### src/rtl/op_forward_stage_pkg.sv
// Shared types for the operand-preparation stage: register address and forwarding-select encoding.
// Latency: n/a (types and pure functions only).
// Backpressure: n/a.
package op_forward_stage_pkg;

  localparam int RF_ADD_W  = 5;
  localparam int FWD_SRC_W = 4;  // enough to name up to 16 forwarding sources

  typedef logic [RF_ADD_W-1:0] rf_add_t;

  localparam rf_add_t RF_X0 = '0;

  // Where an operand comes from; FWD_SRC carries the source index alongside
  typedef enum logic [1:0] {
    FWD_IMM  = 2'd0,
    FWD_ZERO = 2'd1,
    FWD_SRC  = 2'd2,
    FWD_RF   = 2'd3
  } fwd_sel_e;

  typedef struct packed {
    fwd_sel_e             kind;
    logic [FWD_SRC_W-1:0] src;
  } fwd_sel_t;

  // A write-enabled destination that matches a source address
  function automatic logic addr_hit(input logic en, input rf_add_t rd, input rf_add_t rs);
    return en && (rd == rs);
  endfunction

endpackage

### src/rtl/op_forward_stage_op_select.sv
// Per-operand source selection (imm / x0 / forwarded / register file) with pending and hazard flags.
// Latency: purely combinational.
// Backpressure: none here; hazard_o feeds the stage stall.
module op_select
  import op_forward_stage_pkg::*;
#(
  parameter int XLEN = 32,
  parameter int NFWD = 3
) (
  input  logic                     use_i,
  input  rf_add_t                  rs_i,
  input  logic [XLEN-1:0]          imm_i,
  input  logic [XLEN-1:0]          rf_i,
  input  logic [NFWD-1:0]          fwd_wr_i,
  input  logic [NFWD*RF_ADD_W-1:0] fwd_rd_i,
  input  logic [NFWD*XLEN-1:0]     fwd_val_i,
  input  logic [NFWD-1:0]          fwd_rdy_i,
  input  logic                     held_vld_i,
  input  logic                     held_late_i,
  input  rf_add_t                  held_rd_i,
  output logic [XLEN-1:0]          op_o,
  output logic                     pend_o,
  output logic                     hazard_o
);

  logic [NFWD-1:0]      rdy_hit;
  logic [NFWD-1:0]      wait_hit;
  logic                 rdy_any;
  logic                 wait_any;
  logic                 wait_old;
  logic [FWD_SRC_W-1:0] rdy_idx;
  logic [FWD_SRC_W-1:0] wait_idx;
  logic [XLEN-1:0]      src_val;
  logic                 waiting;
  logic                 held_hit;
  fwd_sel_t             sel;

  // Match this operand's address against every forwarding source, split by result readiness
  always_comb begin
    rdy_hit  = '0;
    wait_hit = '0;
    for (int j = 0; j < NFWD; j++) begin
      rdy_hit[j]  = addr_hit(fwd_wr_i[j], fwd_rd_i[j*RF_ADD_W +: RF_ADD_W], rs_i) &&  fwd_rdy_i[j];
      wait_hit[j] = addr_hit(fwd_wr_i[j], fwd_rd_i[j*RF_ADD_W +: RF_ADD_W], rs_i) && !fwd_rdy_i[j];
    end
  end

  // Youngest ready and youngest waiting match: scan oldest-first so the lowest index wins
  always_comb begin
    rdy_any  = 1'b0;
    rdy_idx  = '0;
    wait_any = 1'b0;
    wait_idx = '0;
    wait_old = 1'b0;
    for (int j = NFWD - 1; j >= 0; j--) begin
      if (rdy_hit[j]) begin
        rdy_any = 1'b1;
        rdy_idx = FWD_SRC_W'(j);
      end
      if (wait_hit[j]) begin
        wait_any = 1'b1;
        wait_idx = FWD_SRC_W'(j);
        wait_old = (j == NFWD - 1);
      end
    end
  end

  // Source decision, first match wins; a ready result always beats a waiting one
  always_comb begin
    sel     = '{kind: FWD_RF, src: '0};
    waiting = 1'b0;
    if (!use_i) begin
      sel.kind = FWD_IMM;
    end else if (rs_i == RF_X0) begin
      sel.kind = FWD_ZERO;
    end else if (rdy_any) begin
      sel = '{kind: FWD_SRC, src: rdy_idx};
    end else if (wait_any) begin
      sel     = '{kind: FWD_SRC, src: wait_idx};
      waiting = 1'b1;
    end
  end

  // Result of the selected forwarding source
  always_comb begin
    src_val = '0;
    for (int j = 0; j < NFWD; j++) begin
      if (sel.src == FWD_SRC_W'(j)) begin
        src_val = fwd_val_i[j*XLEN +: XLEN];
      end
    end
  end

  // Operand value; a waiting operand is parked at zero until its result arrives
  always_comb begin
    case (sel.kind)
      FWD_IMM:  op_o = imm_i;
      FWD_ZERO: op_o = '0;
      FWD_SRC:  op_o = waiting ? '0 : src_val;
      default:  op_o = rf_i;
    endcase
  end

  // Only the oldest source can be waited on in place; a younger one forces a bubble,
  // as does a late instruction sitting in the stage register that writes this operand
  always_comb begin
    held_hit = use_i && (rs_i != RF_X0) && held_vld_i && held_late_i && (held_rd_i == rs_i);
    pend_o   = waiting && wait_old;
    hazard_o = (waiting && !wait_old) || held_hit;
  end

endmodule

### src/rtl/op_forward_stage.sv
// Operand-preparation stage: selects/forwards up to three operands and registers them toward EX.
// Latency: 1 cycle ID->EX; s_stall_o is combinational.
// Backpressure: holds on s_stall_i (capturing late oldest-source results), inserts a bubble on hazards.
module op_forward_stage
  import op_forward_stage_pkg::*;
#(
  parameter int XLEN = 32,
  parameter int NSRC = 2,
  parameter int NFWD = 3,
  parameter int CW   = 32,
  parameter int CNTW = 16
) (
  input  logic                     s_clk_i,
  input  logic                     s_reset_i,
  input  logic                     s_stall_i,
  input  logic                     s_flush_i,
  output logic                     s_stall_o,
  input  logic                     s_idop_valid_i,
  input  logic [NSRC*RF_ADD_W-1:0] s_idop_rs_i,
  input  logic [NSRC-1:0]          s_idop_use_i,
  input  logic [NSRC*XLEN-1:0]     s_idop_imm_i,
  input  logic [NSRC*XLEN-1:0]     s_idop_rf_i,
  input  logic [RF_ADD_W-1:0]      s_idop_rd_i,
  input  logic                     s_idop_late_i,
  input  logic [CW-1:0]            s_idop_ctrl_i,
  input  logic [NFWD-1:0]          s_fwd_wr_i,
  input  logic [NFWD*RF_ADD_W-1:0] s_fwd_rd_i,
  input  logic [NFWD*XLEN-1:0]     s_fwd_val_i,
  input  logic [NFWD-1:0]          s_fwd_rdy_i,
  input  logic                     s_cnt_clr_i,
  output logic                     s_opex_valid_o,
  output logic [NSRC*XLEN-1:0]     s_opex_op_o,
  output logic [RF_ADD_W-1:0]      s_opex_rd_o,
  output logic [CW-1:0]            s_opex_ctrl_o,
  output logic [NSRC-1:0]          s_opex_pend_o,
  output logic [CNTW-1:0]          s_bubble_cnt_o
);

  localparam int OLD = NFWD - 1;

  logic                     vld_q,  vld_d;
  logic [NSRC*XLEN-1:0]     op_q,   op_d;
  rf_add_t                  rd_q,   rd_d;
  logic [CW-1:0]            ctrl_q, ctrl_d;
  logic [NSRC-1:0]          pend_q, pend_d;
  logic [NSRC*RF_ADD_W-1:0] rs_q,   rs_d;
  logic                     late_q, late_d;
  logic [CNTW-1:0]          cnt_q,  cnt_d;

  logic [NSRC*XLEN-1:0]     sel_op;
  logic [NSRC-1:0]          sel_pend;
  logic [NSRC-1:0]          sel_hz;
  logic                     hazard;
  logic                     bubble;
  logic [NSRC*XLEN-1:0]     cap_op;
  logic [NSRC-1:0]          cap_pend;

  for (genvar k = 0; k < NSRC; k++) begin : g_src
    op_select #(
      .XLEN (XLEN),
      .NFWD (NFWD)
    ) u_sel (
      .use_i       (s_idop_use_i[k]),
      .rs_i        (s_idop_rs_i[k*RF_ADD_W +: RF_ADD_W]),
      .imm_i       (s_idop_imm_i[k*XLEN +: XLEN]),
      .rf_i        (s_idop_rf_i[k*XLEN +: XLEN]),
      .fwd_wr_i    (s_fwd_wr_i),
      .fwd_rd_i    (s_fwd_rd_i),
      .fwd_val_i   (s_fwd_val_i),
      .fwd_rdy_i   (s_fwd_rdy_i),
      .held_vld_i  (vld_q),
      .held_late_i (late_q),
      .held_rd_i   (rd_q),
      .op_o        (sel_op[k*XLEN +: XLEN]),
      .pend_o      (sel_pend[k]),
      .hazard_o    (sel_hz[k])
    );
  end

  // Any operand of a valid incoming instruction can raise the hazard; a bubble is only
  // actually inserted when the stage is neither flushed nor held
  always_comb begin
    hazard    = s_idop_valid_i && (|sel_hz);
    bubble    = hazard && !s_flush_i && !s_stall_i;
    s_stall_o = s_stall_i || (hazard && !s_flush_i);
  end

  // Oldest-source result landing on a held pending operand
  always_comb begin
    cap_op   = op_q;
    cap_pend = pend_q;
    for (int k = 0; k < NSRC; k++) begin
      if (pend_q[k] && addr_hit(s_fwd_rdy_i[OLD], s_fwd_rd_i[OLD*RF_ADD_W +: RF_ADD_W],
                                rs_q[k*RF_ADD_W +: RF_ADD_W])) begin
        cap_op[k*XLEN +: XLEN] = s_fwd_val_i[OLD*XLEN +: XLEN];
        cap_pend[k]            = 1'b0;
      end
    end
  end

  // Stage register next state: flush, then hold-with-capture, then bubble, then load
  always_comb begin
    vld_d  = vld_q;
    op_d   = op_q;
    rd_d   = rd_q;
    ctrl_d = ctrl_q;
    pend_d = pend_q;
    rs_d   = rs_q;
    late_d = late_q;
    if (s_flush_i || (!s_stall_i && hazard)) begin
      vld_d  = 1'b0;
      op_d   = '0;
      rd_d   = '0;
      ctrl_d = '0;
      pend_d = '0;
      rs_d   = '0;
      late_d = 1'b0;
    end else if (s_stall_i) begin
      op_d   = cap_op;
      pend_d = cap_pend;
    end else begin
      vld_d  = s_idop_valid_i;
      op_d   = sel_op;
      rd_d   = s_idop_rd_i;
      ctrl_d = s_idop_ctrl_i;
      pend_d = sel_pend & {NSRC{s_idop_valid_i}};
      rs_d   = s_idop_rs_i;
      late_d = s_idop_late_i;
    end
  end

  // Saturating bubble counter; clear beats increment
  always_comb begin
    cnt_d = cnt_q;
    if (s_cnt_clr_i) begin
      cnt_d = '0;
    end else if (bubble && (cnt_q != {CNTW{1'b1}})) begin
      cnt_d = cnt_q + 1'b1;
    end
  end

  // State registers with asynchronous reset
  always_ff @(posedge s_clk_i or posedge s_reset_i) begin
    if (s_reset_i) begin
      vld_q  <= 1'b0;
      op_q   <= '0;
      rd_q   <= '0;
      ctrl_q <= '0;
      pend_q <= '0;
      rs_q   <= '0;
      late_q <= 1'b0;
      cnt_q  <= '0;
    end else begin
      vld_q  <= vld_d;
      op_q   <= op_d;
      rd_q   <= rd_d;
      ctrl_q <= ctrl_d;
      pend_q <= pend_d;
      rs_q   <= rs_d;
      late_q <= late_d;
      cnt_q  <= cnt_d;
    end
  end

  assign s_opex_valid_o = vld_q;
  assign s_opex_op_o    = op_q;
  assign s_opex_rd_o    = rd_q;
  assign s_opex_ctrl_o  = ctrl_q;
  assign s_opex_pend_o  = pend_q;
  assign s_bubble_cnt_o = cnt_q;

endmodule

### config.mk
export PLATFORM = sky130hd
export DESIGN_NAME = op_forward_stage
export DESIGN_NICKNAME = d
export VERILOG_FILES = /design/src/rtl/op_forward_stage_pkg.sv /design/src/rtl/op_forward_stage_op_select.sv /design/src/rtl/op_forward_stage.sv
export SDC_FILE = /design/constraint.sdc
export NUM_CORES = 1
export LEC_CHECK = 0
export CAP_MARGIN = 30
export CELL_PAD_IN_SITES_DETAIL_PLACEMENT = 0
export CELL_PAD_IN_SITES_GLOBAL_PLACEMENT = 1
export CORE_AREA = 2 2 165 167
export CTS_BUF_LIST = sky130_fd_sc_hd__clkbuf_4 sky130_fd_sc_hd__clkbuf_8 sky130_fd_sc_hd__clkbuf_16
export DETAILED_ROUTE_END_ITERATION = 10
export DIE_AREA = 0 0 167 169
export DONT_BUFFER_PORTS = 1
export PLACE_DENSITY_LB_ADDON = 0.1
export SKIP_CTS_REPAIR_TIMING = 1
export SLEW_MARGIN = 15
export SYNTH_ARGS = -nofsm -noshare
export SYNTH_HDL_FRONTEND = slang
export SYNTH_SLANG_ARGS = --single-unit
### constraint.sdc
create_clock -name s_clk_i -period 3.6 [get_ports s_clk_i]
set_clock_uncertainty 0.1 [all_clocks]
set_input_delay 0.18 -clock s_clk_i [delete_from_list [all_inputs] [get_ports s_clk_i]]
set_output_delay 0.18 -clock s_clk_i [all_outputs]
set_load 0.03 [all_outputs]
# [Word level (Yosys, flattened, before mapping)]
# Cells that the tools add are included.
[classes] n_bitwise=1 n_reduce_logical=60 mux=78 n_addsub=1 eq_ne=22
[op_table] op="32-bit 2-to-1 mux" count=12
[op_table] op="32-bit one-hot mux with 3 select lines" count=2
[op_table] op="64-bit 2-to-1 mux" count=2
[op_table] op="5-bit equality test" count=10
[op_table] op="1-bit logical AND" count=39
[op_table] op="2-bit 2-to-1 mux" count=18
[op_table] op="16-bit 2-to-1 mux" count=2
[op_table] op="1-bit 2-to-1 mux" count=30
[op_table] op="5-bit 2-to-1 mux" count=6
[op_table] op="10-bit 2-to-1 mux" count=2
[op_table] op="16-bit by 1-bit adder with 16-bit output, second input constant" count=1
[op_table] op="4-bit 2-to-1 mux" count=4
[op_table] op="16-bit != test, second input constant" count=1
[op_table] op="5-bit zero test" count=2
[op_table] op="5-bit nonzero test" count=2
[op_table] op="4-bit by 1-bit equality test with 1-bit output, second input constant" count=2
[op_table] op="4-bit by 2-bit equality test with 1-bit output, second input constant" count=2
[op_table] op="4-bit zero test" count=2
[op_table] op="1-bit zero test" count=7
[op_table] op="3-bit by 1-bit != test with 1-bit output, second input constant" count=2
[op_table] op="2-bit by 1-bit equality test with 1-bit output, second input constant" count=2
[op_table] op="2-bit equality test, second input constant" count=2
[op_table] op="2-bit zero test" count=2
[op_table] op="1-bit logical OR" count=4
[op_table] op="4 further kinds" count=4
[totals] output_inout_bits=121 input_bits=301 regBits=131 elab_cells=172

# [Depth between registers and ports, before layout]
# Gate-level depths: netlist of run 1.
[logic_depth] depth_word=19 depth_mapped=11 ltp_nobuf=8

# [Modules after synthesis]
# A second synthesis of run 1 with hierarchy kept.
[unflattened] cells_unflattened=976 area_unflattened_um2=9391.5
[modules_own_cells] module="op_forward_stage" n_inst=1 seq_area_each_um2=3278.1 area_each_um2=6441.2 cells_per_inst=586
[modules_own_cells] module="op_select" n_inst=2 seq_area_each_um2=0.0 area_each_um2=1475.2 cells_per_inst=195

# [Worst setup path after synthesis of run 1]
# No wires, ideal clock.
[synth_path] kind="input -> register" start="input s_idop_rs_i[7]" end="register op_q[43] (netlist: s_opex_op_o[43])" stages=10 setup_time_ns=0.090 required_time_ns=3.410 slack_ns=0.950 t_arrival_ns=2.461 n_path_buf=3 path_cell_list="buf_2 -> or4_4 -> o21ai_4 -> a41oi_2 -> a32oi_4 -> a21boi_2 -> or3_1 -> buf_6 -> buf_12 -> o31ai_4"
[synth_between] elab_chain_len=18 elab_cells_between_ends=64 classes_between="9 x eq/ne; 31 x mux; 24 x reduce/logical"
[synth_rtl] item="start: declaration" line_no="op_forward_stage.sv:19" rtl="input logic [NSRC*RF_ADD_W-1:0] s_idop_rs_i,"
[synth_rtl] item="5-bit equality test" line_no="op_forward_stage_pkg.sv:28" rtl="return en && (rd == rs);"
[synth_rtl] item="1-bit logical AND" line_no="op_forward_stage_pkg.sv:28"
[synth_rtl] item="1-bit logical AND" line_no="op_forward_stage_op_select.sv:44" rtl="wait_hit[j] = addr_hit(fwd_wr_i[j], fwd_rd_i[j*RF_ADD_W +: RF_ADD_W], rs_i) && !fwd_rdy_i[j];"
[synth_rtl] item="1-bit 2-to-1 mux / 2-bit 2-to-1 mux (equally long branches) (3 in a row)" line_no="op_forward_stage_op_select.sv:60" rtl="if (wait_hit[j]) begin"
[synth_rtl] item="5-bit 2-to-1 mux" line_no="op_forward_stage_op_select.sv:78" rtl="end else if (wait_any) begin"
[synth_rtl] item="5-bit 2-to-1 mux" line_no="op_forward_stage_op_select.sv:76" rtl="end else if (rdy_any) begin"
[synth_rtl] item="4-bit 2-to-1 mux" line_no="op_forward_stage_op_select.sv:74" rtl="end else if (rs_i == RF_X0) begin"
[synth_rtl] item="4-bit 2-to-1 mux" line_no="op_forward_stage_op_select.sv:72" rtl="if (!use_i) begin"
[synth_rtl] item="4-bit zero test" line_no="op_forward_stage_op_select.sv:88" rtl="if (sel.src == FWD_SRC_W'(j)) begin"
[synth_rtl] item="32-bit 2-to-1 mux (3 in a row)" line_no="op_forward_stage_op_select.sv:88"
[synth_rtl] item="32-bit 2-to-1 mux" line_no="op_forward_stage_op_select.sv:99" rtl="FWD_SRC: op_o = waiting ? '0 : src_val;"
[synth_rtl] item="32-bit one-hot mux with 3 select lines" line_no="op_forward_stage_op_select.sv:96" rtl="case (sel.kind)"
[synth_rtl] item="64-bit 2-to-1 mux" line_no="op_forward_stage.sv:118" rtl="end else if (s_stall_i) begin"
[synth_rtl] item="64-bit 2-to-1 mux" line_no="op_forward_stage.sv:110" rtl="if (s_flush_i || (!s_stall_i && hazard)) begin"
[synth_rtl] item="end signal: assignment" line_no="op_forward_stage.sv:155" rtl="op_q <= op_d;"
[synth_rtl] item="end: declaration" line_no="op_forward_stage.sv:42" rtl="logic [NSRC*XLEN-1:0] op_q, op_d;"
# Several ways; a longest one is shown, not always the timed one.
# A chain may end at the register's enable or synchronous reset.

# [Worst setup path after layout of run 1]
[layout_path] start="register rd_q[4] (netlist: s_opex_rd_o[4])" end="register op_q[27] (netlist: s_opex_op_o[27])"
[layout_between] elab_chain_len=8 elab_cells_between_ends=12 classes_between="3 x eq/ne; 1 x mux; 8 x reduce/logical"
[layout_rtl] item="start: declaration" line_no="op_forward_stage.sv:43" rtl="rf_add_t rd_q, rd_d;"
[layout_rtl] item="start signal: assignment" line_no="op_forward_stage.sv:156" rtl="rd_q <= rd_d;"
[layout_rtl] item="5-bit equality test" line_no="op_forward_stage_op_select.sv:107" rtl="held_hit = use_i && (rs_i != RF_X0) && held_vld_i && held_late_i && (held_rd_i == rs_i);"
[layout_rtl] item="1-bit logical AND" line_no="op_forward_stage_op_select.sv:107"
[layout_rtl] item="1-bit logical OR" line_no="op_forward_stage_op_select.sv:109" rtl="hazard_o = (waiting && !wait_old) || held_hit;"
[layout_rtl] item="2-bit OR reduction *" line_no="op_forward_stage.sv:83" rtl="hazard = s_idop_valid_i && (|sel_hz);"
[layout_rtl] item="1-bit logical AND *" line_no="op_forward_stage.sv:83"
[layout_rtl] item="1-bit logical AND *" line_no="op_forward_stage.sv:110"
[layout_rtl] item="1-bit logical OR *" line_no="op_forward_stage.sv:110"
[layout_rtl] item="3-bit by 1-bit != test with 1-bit output (no line) / 64-bit 2-to-1 mux (equally long branches)"
# Every way passes the cells marked *; elsewhere a longest branch is shown, timed or not.

==> metrics, run 1 <==
final wirelength=40.3 mm; Mapped Cells=1099; post-layout util=0.474; hold path endpoint=s_opex_op_o[23]; RD Place Congestion=0.855; area leader, netlist=dfrtp_1; Pre-Repair DR Iteration Count=7; # DRC=0; Starting Density=0.374; Worst R2R Setup Slack=0.23 ns; required time of the critical path=3.80 ns; R2R Path Start=s_opex_rd_o[4]; Synth area leaders=dfrtp_1 (33%), o31ai_4 (11%), mux2i_1 (8.4%), nor2_1 (6.9%), a21oi_1 (4.5%); Min-Delay Startpoint=s_fwd_val_i[87]; setup TNS=0 ns; Cell Rows=60; die height=169 um; YS warnings=0; Net Sw Frac=0.346; fraction of registers with async set/reset=1.00; CP Launch Point=s_opex_rd_o[4]; drt wl/cell=25.4 um; slew at the pin with the worst max-slew slack=0.809 ns; post-route ant nets=0; Port Buf Inserts=0; RR Endpoint=s_opex_op_o[27]; largest stage delay on the critical path=0.61 ns; first-pass GRT wire length=57.2 mm; Hold Vio Cnt, Final=9; Synth top area share=0.331; H-tree depth=4; Skew-Pair Late Insertion Delay=0.43 ns; nets@finish=1532; Bufs on Longest Clock Path=2; failing checks=hold timing; leakage=5.23 nW; worst r2r path cells=9; Worst Path Max Fanout=64; vias in the first global route=8811; kind of critical path=register to register; most frequent cells after synthesis=nor2_1 (183), dfrtp_1 (131), a21oi_1 (89); total gr overflow=0; Sink Count=131; net switching power=0.00160 W; critical path's top delay family=buffers and inverters; nature of the critical path endpoint=register; Ports=422; cell internal pwr=0.00302 W; post-synth cell types=55; Tmin final=3.37 ns; total CTS buffers=17; post-synthesis sequential area ratio=0.331; prevailing post-synth register cell=dfrtp_1; DR vias=9228; maximum vdd drop=0.000235 V; sequential power share=0.405; crit path buf inv count=2; EDFF count, synth=0; largest net degree at the start of global routing=66; CTS root buf=clkbuf_16; #FFs+latches synth=131; Critical Path Source Type=register; share of cells above drive strength 1=0.131; unrepaired setup endpoints after global routing=no; cell with the most instances after synthesis=nor2_1; Mean Syn Cell Area=9.01 um2; outcome=complete, but fails checks; worst hold stages=4; initial antenna violation count=3; Layout area overhead=26.9%; crit path DAT=3.57 ns; Clk pwr share=0.388; f_max=297 MHz; Core ar.=0.0265 mm2; total die area=0.0282 mm2; Mapped Nets=1401; CTS clock-pin slew for the worst setup and hold paths=0.07 ns; CTS tree=built; GRT Total Usage=0.266; Logic pwr share=0.206; DP Wirelength=26.8 mm; Hold Slack=-0.0557 ns; power per cell area=368 mW/mm2; Max-Cap Viols=0; Tot Pwr=0.00463 W; CP Cell Sequence=xnor2_1 > nand4_1 > nor4_1 > nor2_2 > a21boi_2 > or3_4 > buf_12 > o31ai_1 > dlygate4sd3_1; critical path's slowest cell=dfrtp_1; Final setup viols=0; DIE WIDTH=167 um; Rel. slew slack=0.461; Tcrit/Tclk final=0.935; Hold Path Class=primary input to register; DR vias/cell=5.82; post-synthesis cell area=0.00990 mm2; starting DRC count in detailed routing=628; Max Slew Vio Count=0
-- worst max path at each step --
| stage | to | depth (start not counted) |
|---|---|---|
| 5_1_grt | s_opex_op_o[27] | 9 |
| 3_3_place_gp | s_opex_op_o[29] | 8 |
| 6_report | s_opex_op_o[27] | 9 |
| 2_1_floorplan | s_opex_op_o[43] | 10 |
| 3_5_place_dp | s_opex_op_o[27] | 9 |
| 4_1_cts | s_bubble_cnt_o[5] | 9 |
-- flip-flops by register name (all words and copies together) (netlist names) --
register	count
s_bubble_cnt_o	16
rs_q	10
s_opex_valid_o	1
s_opex_ctrl_o	32
s_opex_op_o	64
s_opex_rd_o	5
s_opex_pend_o	2
late_q	1
-- worst min-delay path, cell delays in order --
cell and delay, ns:
nand2_1 0.05, nor2_1 0.10, a21oi_1 0.06, o31ai_2 0.05
-- layer usage --
layer  global-route usage  wire (um)
met1                0.316      15800
met2                0.465      20300
met5                    0         18
met4               0.0648        730
met3               0.0900       3440
-- power groups by stage --
stage	Clock [W]	Combinational, W	Sequential [W]
2_1_floorplan	0	0.000630	0.00186
3_3_place_gp	0	0.000715	0.00190
3_5_place_dp	0	0.000733	0.00190
4_1_cts	0.00184	0.000734	0.00187
5_1_grt	0.00190	0.00104	0.00188
6_report	0.00180	0.000955	0.00188
-- cell families after synthesis --
kind of cell,count (synthesis),synth area share
compound gates,294,0.276
xor+xnor,58,0.0513
fa+ha+maj,1,0.00126
buf+inv,116,0.0591
flops,131,0.331
mux,85,0.0862
simple gates,414,0.196
-- layout by cell type (no fill, tap or decap), types with 4 or more instances in the layout --
cell type	instances
nor3_1	36
nand2b_1	35
nor2_1	183
xnor2_1	20
a211oi_1	6
o221a_2	17
dfrtp_1	131
nand4_1	8
clkbuf_16	17
o21ai_0	66
nor2b_1	6
o31ai_2	11
buf_4	19
a21o_1	5
o221ai_1	17
and3_1	44
nand2_1	60
o31ai_4	49
nor4_1	6
xor2_1	38
nand3_1	20
a21oi_1	89
a222oi_1	15
inv_6	6
dlygate4sd3_1	175
o31ai_1	4
buf_12	6
inv_1	25
clkinvlp_4	4
mux2i_1	83
-- layout make-up --
cell class              count  area (um2)
well taps                 341         427
fillers                  2578       13900
clock buffers              18         433
flip-flops and latches    131        3280
inverters                  26         101
multi-input cells         852        6110
clock inverters            14         145
diodes                      1        2.50
repair buffers            202        2070
-- per-stage QoR --
stage	worst slack, ns	instances	area (um2)
2_1_floorplan	0.950	1099	9910
3_3_place_gp	0.528	1373	10100
3_5_place_dp	0.485	1376	10200
4_1_cts	0.806	1408	10800
5_1_grt	0.0294	1584	12600
6_report	0.234	1585	12600
Note: power is estimated with default switching activity, not from simulation.
==> run 2, diff against run 1 <==
==> constraint.sdc (replaced) <==
create_clock -name s_clk_i -period 3 [get_ports s_clk_i]
set_clock_uncertainty 0.1 [all_clocks]
set_input_delay 0.15 -clock s_clk_i [delete_from_list [all_inputs] [get_ports s_clk_i]]
set_output_delay 0.15 -clock s_clk_i [all_outputs]
set_load 0.03 [all_outputs]
==> metrics, run 2 (synthesis gave the netlist of run 1 again) <==
outcome=complete, but fails checks (unchanged); failing checks=hold timing (unchanged); f_max=367 MHz; Hold Slack=-0.0216 ns (was -0.0557 ns); Placed Instances=1388 (was 1376); Max Slew Vio Count=0 (unchanged); Cell Rows=60 (unchanged); DR vias/cell=5.83 (was 5.82); Layout area overhead=30.1% (was 26.9%); post-route cell area=0.0129 mm2 (was 0.0126 mm2); required time of the critical path=3.24 ns (was 3.80 ns); H-tree depth=4 (unchanged); Worst Path Max Fanout=18 (was 64); Hold Vio Cnt, Final=16 (was 9); unrepaired setup endpoints after global routing=no (unchanged); Sink Count=131 (unchanged); DP Area=0.0103 mm2 (was 0.0102 mm2); leakage=5.31 nW (was 5.23 nW); crit path DAT=2.97 ns (was 3.57 ns); Rel. slew slack=0.353 (was 0.461); Tmin final=2.73 ns; worst hold stages=2 (was 4); max FFs per register=64 (unchanged); total die area=0.0282 mm2 (unchanged); met2 usage=0.461 (was 0.465); commonest non-fill, non-tap cell in the layout=dlygate4sd3_1 (was nor2_1); critical path's slowest cell=dlygate4sd3_1 (was dfrtp_1); starting DRC count in detailed routing=607 (was 628); total gr overflow=0 (unchanged); pre-CTS WS=0.337 ns (was 0.485 ns); # fillers=2558 (was 2578); n_diodes=0 (was 1); Pre-Repair DR Iteration Count=6 (was 7); crit path buf inv count=1 (was 2); die height=169 um (unchanged); final wirelength=40.5 mm (was 40.3 mm); drt wl/cell=25.0 um (was 25.4 um); Starting Density=0.374 (unchanged); most frequent cells in the layout=dlygate4sd3_1 (194), nor2_1 (183), dfrtp_1 (131), a21oi_1 (89), mux2i_1 (83) (was nor2_1 (183), dlygate4sd3_1 (175), dfrtp_1 (131), a21oi_1 (89), mux2i_1 (83)); vias in the first global route=8903 (was 8811); # DRC=0 (unchanged); Hold Path Class=primary input to register (unchanged); power per cell area=432 mW/mm2 (was 368 mW/mm2); Bufs on Longest Clock Path=2 (unchanged); share of cells above drive strength 1=0.138 (was 0.131); Port Buf Inserts=0 (unchanged); total CTS buffers=17 (unchanged); DIE WIDTH=167 um (unchanged); global routing's busiest layer=met2 (unchanged); initial antenna violation count=1 (was 3); setup TNS=0 ns (unchanged); nets@finish=1564 (was 1532); DR vias=9421 (was 9228); CTS tree=built (unchanged); worst r2r path cells=8 (was 9); Worst path depth=9 (unchanged); GRT Total Usage=0.266 (about the same); CP Cell Sequence=or4_4 > o21ai_4 > a41oi_2 > nand2_1 > or2_2 > o221ai_1 > o221a_2 > dlygate4sd3_1 > o31ai_4 (was xnor2_1 > nand4_1 > nor4_1 > nor2_2 > a21boi_2 > or3_4 > buf_12 > o31ai_1 > dlygate4sd3_1); slew at the pin with the worst max-slew slack=0.967 ns (was 0.809 ns); Ports=422 (unchanged); CTS clock-pin slew for the worst setup and hold paths=0.08 ns (was 0.07 ns); kind of critical path=primary input to register (was register to register); Skew-Pair Late Insertion Delay=0.44 ns (was 0.43 ns); setup ws final=0.273 ns (was 0.234 ns); Critical Path Source Type=primary input (was register); M1 GR Usage=0.319 (was 0.316); post-route ant nets=0 (unchanged); maximum vdd drop=0.000317 V (was 0.000235 V); Tcrit/Tclk final=0.909; CTS root buf=clkbuf_16 (unchanged); largest net degree at the start of global routing=66 (unchanged); Core ar.=0.0265 mm2 (unchanged); first-pass GRT wire length=56.9 mm (was 57.2 mm); fin cells=1616 (was 1585); Final setup viols=0 (unchanged); RD Place Congestion=0.834 (was 0.855); largest stage delay on the critical path=0.60 ns (was 0.61 ns); met3 Use GR=0.0807 (was 0.0900); Max-Cap Viols=0 (unchanged); critical path's top delay family=simple AND/OR/NAND/NOR gates (was buffers and inverters); nature of the critical path endpoint=register (unchanged); DP Wirelength=26.7 mm (was 26.8 mm)
==> run 2: through the flow <==
stage	util	total power, W
after floorplan	-	0.00299
after detailed placement	0.389	0.00317
after CTS	0.411	0.00537
final	0.486	0.00557
after global placement	0.389	0.00316
after global routing	0.486	0.00581
==> run 2: cell type report <==
| type | instances | area, um2 | share of cell area |
|---|---|---|---|
| clock buffer | 17 | 425 | 0.0330 |
| clock inverter | 15 | 159 | 0.0123 |
| multi-input combinational | 852 | 6110 | 0.474 |
| inverter | 26 | 101 | 0.00786 |
| tap | 341 | 427 | 0.0331 |
| sequential | 131 | 3280 | 0.254 |
| timing repair buffer | 234 | 2390 | 0.185 |
==> run 2: layer usage <==
layer,wire length [um],part of all wire
met1,16200,0.40
met4,798,0.020
met2,20500,0.51
met3,2990,0.074
met5,11,0.00027
==> run 2: worst paths after layout <==
| kind | from | slack [ns] | endpoint |
|---|---|---|---|
| setup / recovery | s_idop_rs_i[6] | 0.27 | s_opex_op_o[56] |
| hold / removal | s_idop_rf_i[15] | -0.02 | s_opex_op_o[15] |
| setup reg to reg | s_opex_rd_o[0] | 0.45 | s_opex_op_o[17] |
| hold reg to reg | late_q | 0.43 | late_q |
| max in group asynchronous | s_reset_i | 1.91 | s_opex_op_o[52] |
| min in group asynchronous | s_reset_i | 0.04 | s_opex_ctrl_o[1] |
==> run 2: report_power, final <==
part           switching (W)  total, W  internal [W]
Clock               0.000997   0.00218       0.00118
Sequential          0.000360   0.00225       0.00189
Combinational       0.000598   0.00115      0.000547
==> run 3, diff against run 2 <==
--- a/config.mk
+++ b/config.mk
@@ -18,4 +18,5 @@
 export SLEW_MARGIN = 15
 export SYNTH_ARGS = -nofsm -noshare
 export SYNTH_HDL_FRONTEND = slang
+export SYNTH_HIERARCHICAL = 1
 export SYNTH_SLANG_ARGS = --single-unit
==> metrics, run 3 <==
outcome=complete, but fails checks (unchanged); failing checks=hold timing (unchanged); post-synth cell types=54 (was 55); Tmin final=2.86 ns (was 2.73 ns); unrepaired setup endpoints after global routing=no (unchanged); Bufs on Longest Clock Path=2 (unchanged); required time of the critical path=3.21 ns (was 3.24 ns); #FFs+latches synth=131 (unchanged); total gr overflow=0 (unchanged); area leader, netlist=dfrtp_1 (unchanged); Hold Slack=-0.0338 ns (was -0.0216 ns); f_max=350 MHz (was 367 MHz); Mean Syn Cell Area=9.62 um2 (was 9.01 um2); die height=169 um (unchanged); Max-Cap Viols=0 (unchanged); starting DRC count in detailed routing=972 (was 607); sequential power share=0.414 (was 0.403); Worst Path Max Fanout=5 (was 18); final wirelength=41.7 mm (was 40.5 mm); Synth area leaders=dfrtp_1 (35%), mux2i_1 (16%), a32o_1 (7.0%), a222oi_1 (6.6%), nor2_1 (6.3%) (was dfrtp_1 (33%), o31ai_4 (11%), mux2i_1 (8.4%), nor2_1 (6.9%), a21oi_1 (4.5%)); Layout area overhead=21.2% (was 30.1%); first-pass GRT wire length=58.0 mm (was 56.9 mm); worst hold stages=3 (was 2); net switching power=0.00187 W (was 0.00195 W); Cell Rows=60 (unchanged); Hold Vio Cnt, Final=16 (unchanged); drt wl/cell=30.3 um (was 25.0 um); Critical Path Source Type=register (was primary input); post-synthesis cell area=0.00939 mm2 (was 0.00990 mm2); maximum vdd drop=0.000277 V (was 0.000317 V); Port Buf Inserts=0 (unchanged); setup ws final=0.140 ns (was 0.273 ns); max FFs per register=64 (unchanged); CTS tree=built (unchanged); pre-CTS WS=0.0498 ns (was 0.337 ns); DIE WIDTH=167 um (unchanged); RD Place Congestion=0.933 (was 0.834); cell internal pwr=0.00345 W (was 0.00362 W); power per cell area=467 mW/mm2 (was 432 mW/mm2); setup TNS=0 ns (unchanged); DP Wirelength=30.2 mm (was 26.7 mm); worst r2r path cells=8 (unchanged); # fillers=2570 (was 2558); DR vias/cell=6.56 (was 5.83); prevailing post-synth register cell=dfrtp_1 (unchanged); EDFF count, synth=0 (unchanged); most frequent cells after synthesis=nor2_1 (158), mux2i_1 (151), dfrtp_1 (131) (was nor2_1 (183), dfrtp_1 (131), a21oi_1 (89)); cell with the most instances after synthesis=nor2_1 (unchanged); Net Sw Frac=0.351 (about the same); Logic pwr share=0.176 (was 0.206); Sink Count=131 (unchanged); Skew-Pair Late Insertion Delay=0.43 ns (was 0.44 ns); vias in the first global route=8775 (was 8903); Mapped Nets=1278 (was 1401); leakage=4.56 nW (was 5.31 nW); CTS root buf=clkbuf_16 (unchanged); fraction of registers with async set/reset=1.00 (unchanged); commonest non-fill, non-tap cell in the layout=nor2_1 (was dlygate4sd3_1); kind of critical path=register to register (was primary input to register); Hold Path Class=primary input to register (unchanged); DR vias=9026 (was 9421); post-synthesis sequential area ratio=0.349 (was 0.331); H-tree depth=4 (unchanged); Max Slew Vio Count=0 (unchanged); share of cells above drive strength 1=0.116 (was 0.138); nets@finish=1323 (was 1564); Core ar.=0.0265 mm2 (unchanged); GRT Total Usage=0.273 (was 0.266); Final setup viols=0 (unchanged); nature of the critical path endpoint=register (unchanged); Ports=422 (unchanged); Rel. slew slack=0.299 (was 0.353); Pre-Repair DR Iteration Count=7 (was 6); Starting Density=0.354 (was 0.374); largest net degree at the start of global routing=120 (was 66); Clk pwr share=0.410 (was 0.391); initial antenna violation count=1 (unchanged); Synth top area share=0.349 (was 0.331); crit path DAT=3.07 ns (was 2.97 ns); slew at the pin with the worst max-slew slack=1.05 ns (was 0.967 ns); Tcrit/Tclk final=0.953 (was 0.909); post-route ant nets=0 (unchanged); most frequent cells in the layout=nor2_1 (154), mux2i_1 (151), dfrtp_1 (131), dlygate4sd3_1 (73), a32o_1 (66) (was dlygate4sd3_1 (194), nor2_1 (183), dfrtp_1 (131), a21oi_1 (89), mux2i_1 (83)); # DRC=0 (unchanged); total die area=0.0282 mm2 (unchanged); total CTS buffers=17 (unchanged); CTS clock-pin slew for the worst setup and hold paths=0.07 ns (was 0.08 ns); Mapped Cells=976 (was 1099); YS warnings=6 (was 0)
==> run 3: layout make-up <==
type | count | area (um2) | area share
Multi-Input combinational cell | 740 | 5700 | 0.501
Timing Repair Buffer | 121 | 1330 | 0.117
Sequential cell | 131 | 3280 | 0.288
Inverter | 10 | 41.3 | 0.00363
Antenna cell | 1 | 2.50 | 0.000220
Tap cell | 341 | 427 | 0.0375
Clock buffer | 17 | 425 | 0.0374
Clock inverter | 15 | 183 | 0.0161
==> run 3: layer usage <==
metal / GRT usage / vias up / share of wire
li1: - / 3881 / -
met1: 0.314 / 4490 / 0.37
met2: 0.456 / 551 / 0.48
met3: 0.110 / 104 / 0.11
met4: 0.107 / 0 / 0.036
met5: 0 / - / 0
==> run 3: per-stage QoR <==
stage,utilization,power [W],hold slack [ns],instances,instance area (um2)
2_1_floorplan,-,0.00284,0.203,976,9400
3_3_place_gp,0.374,0.00303,0.117,1265,9910
3_5_place_dp,0.376,0.00305,0.118,1268,9970
4_1_cts,0.399,0.00526,-0.349,1300,10600
5_1_grt,0.429,0.00553,0.00357,1376,11400
6_report,0.429,0.00532,-0.0338,1376,11400
==> run 3: path summary, 6_finish.rpt <==
check | start | end | slack (ns)
setup / recovery | s_opex_rd_o[2] | s_bubble_cnt_o[12] | 0.14
hold / removal | s_fwd_val_i[94] | s_opex_op_o[62] | -0.03
setup reg to reg | s_opex_rd_o[2] | s_bubble_cnt_o[12] | 0.14
hold reg to reg | rs_q[1] | rs_q[1] | 0.45
max in group asynchronous | s_reset_i | s_opex_op_o[52] | 1.98
min in group asynchronous | s_reset_i | s_opex_ctrl_o[12] | 0.06
==> run 3: kinds of logic (layout without fill, tap and decap cells) <==
group	Yosys count	after routing	share of synthesized area
compound gates	240	240	0.224
xor+xnor	50	50	0.0466
fa+ha+maj	1	1	0.00133
buf+inv	105	163	0.0582
flops	131	131	0.349
mux	157	157	0.168
other cells	0	1	0
simple gates	292	292	0.153
==> run 3: worst max-delay path: stages, from the launching register on <==
cell and delay (ns):
dfrtp_1 0.42, xor2_1 0.17, nor4_2 0.32, nand4_1 0.17, a21oi_2 0.20, o21bai_1 0.15
or4_4 0.58, nor4_1 0.30, mux2_1 0.35
==> run 3: power groups by stage <==
stage / Clock [W] / Sequential [W] / Combinational (W)
floorplan: 0 / 0.00218 / 0.000651
global placement: 0 / 0.00224 / 0.000790
detailed placement: 0 / 0.00224 / 0.000818
CTS: 0.00224 / 0.00220 / 0.000819
global route: 0.00231 / 0.00221 / 0.00101
finish: 0.00218 / 0.00220 / 0.000937
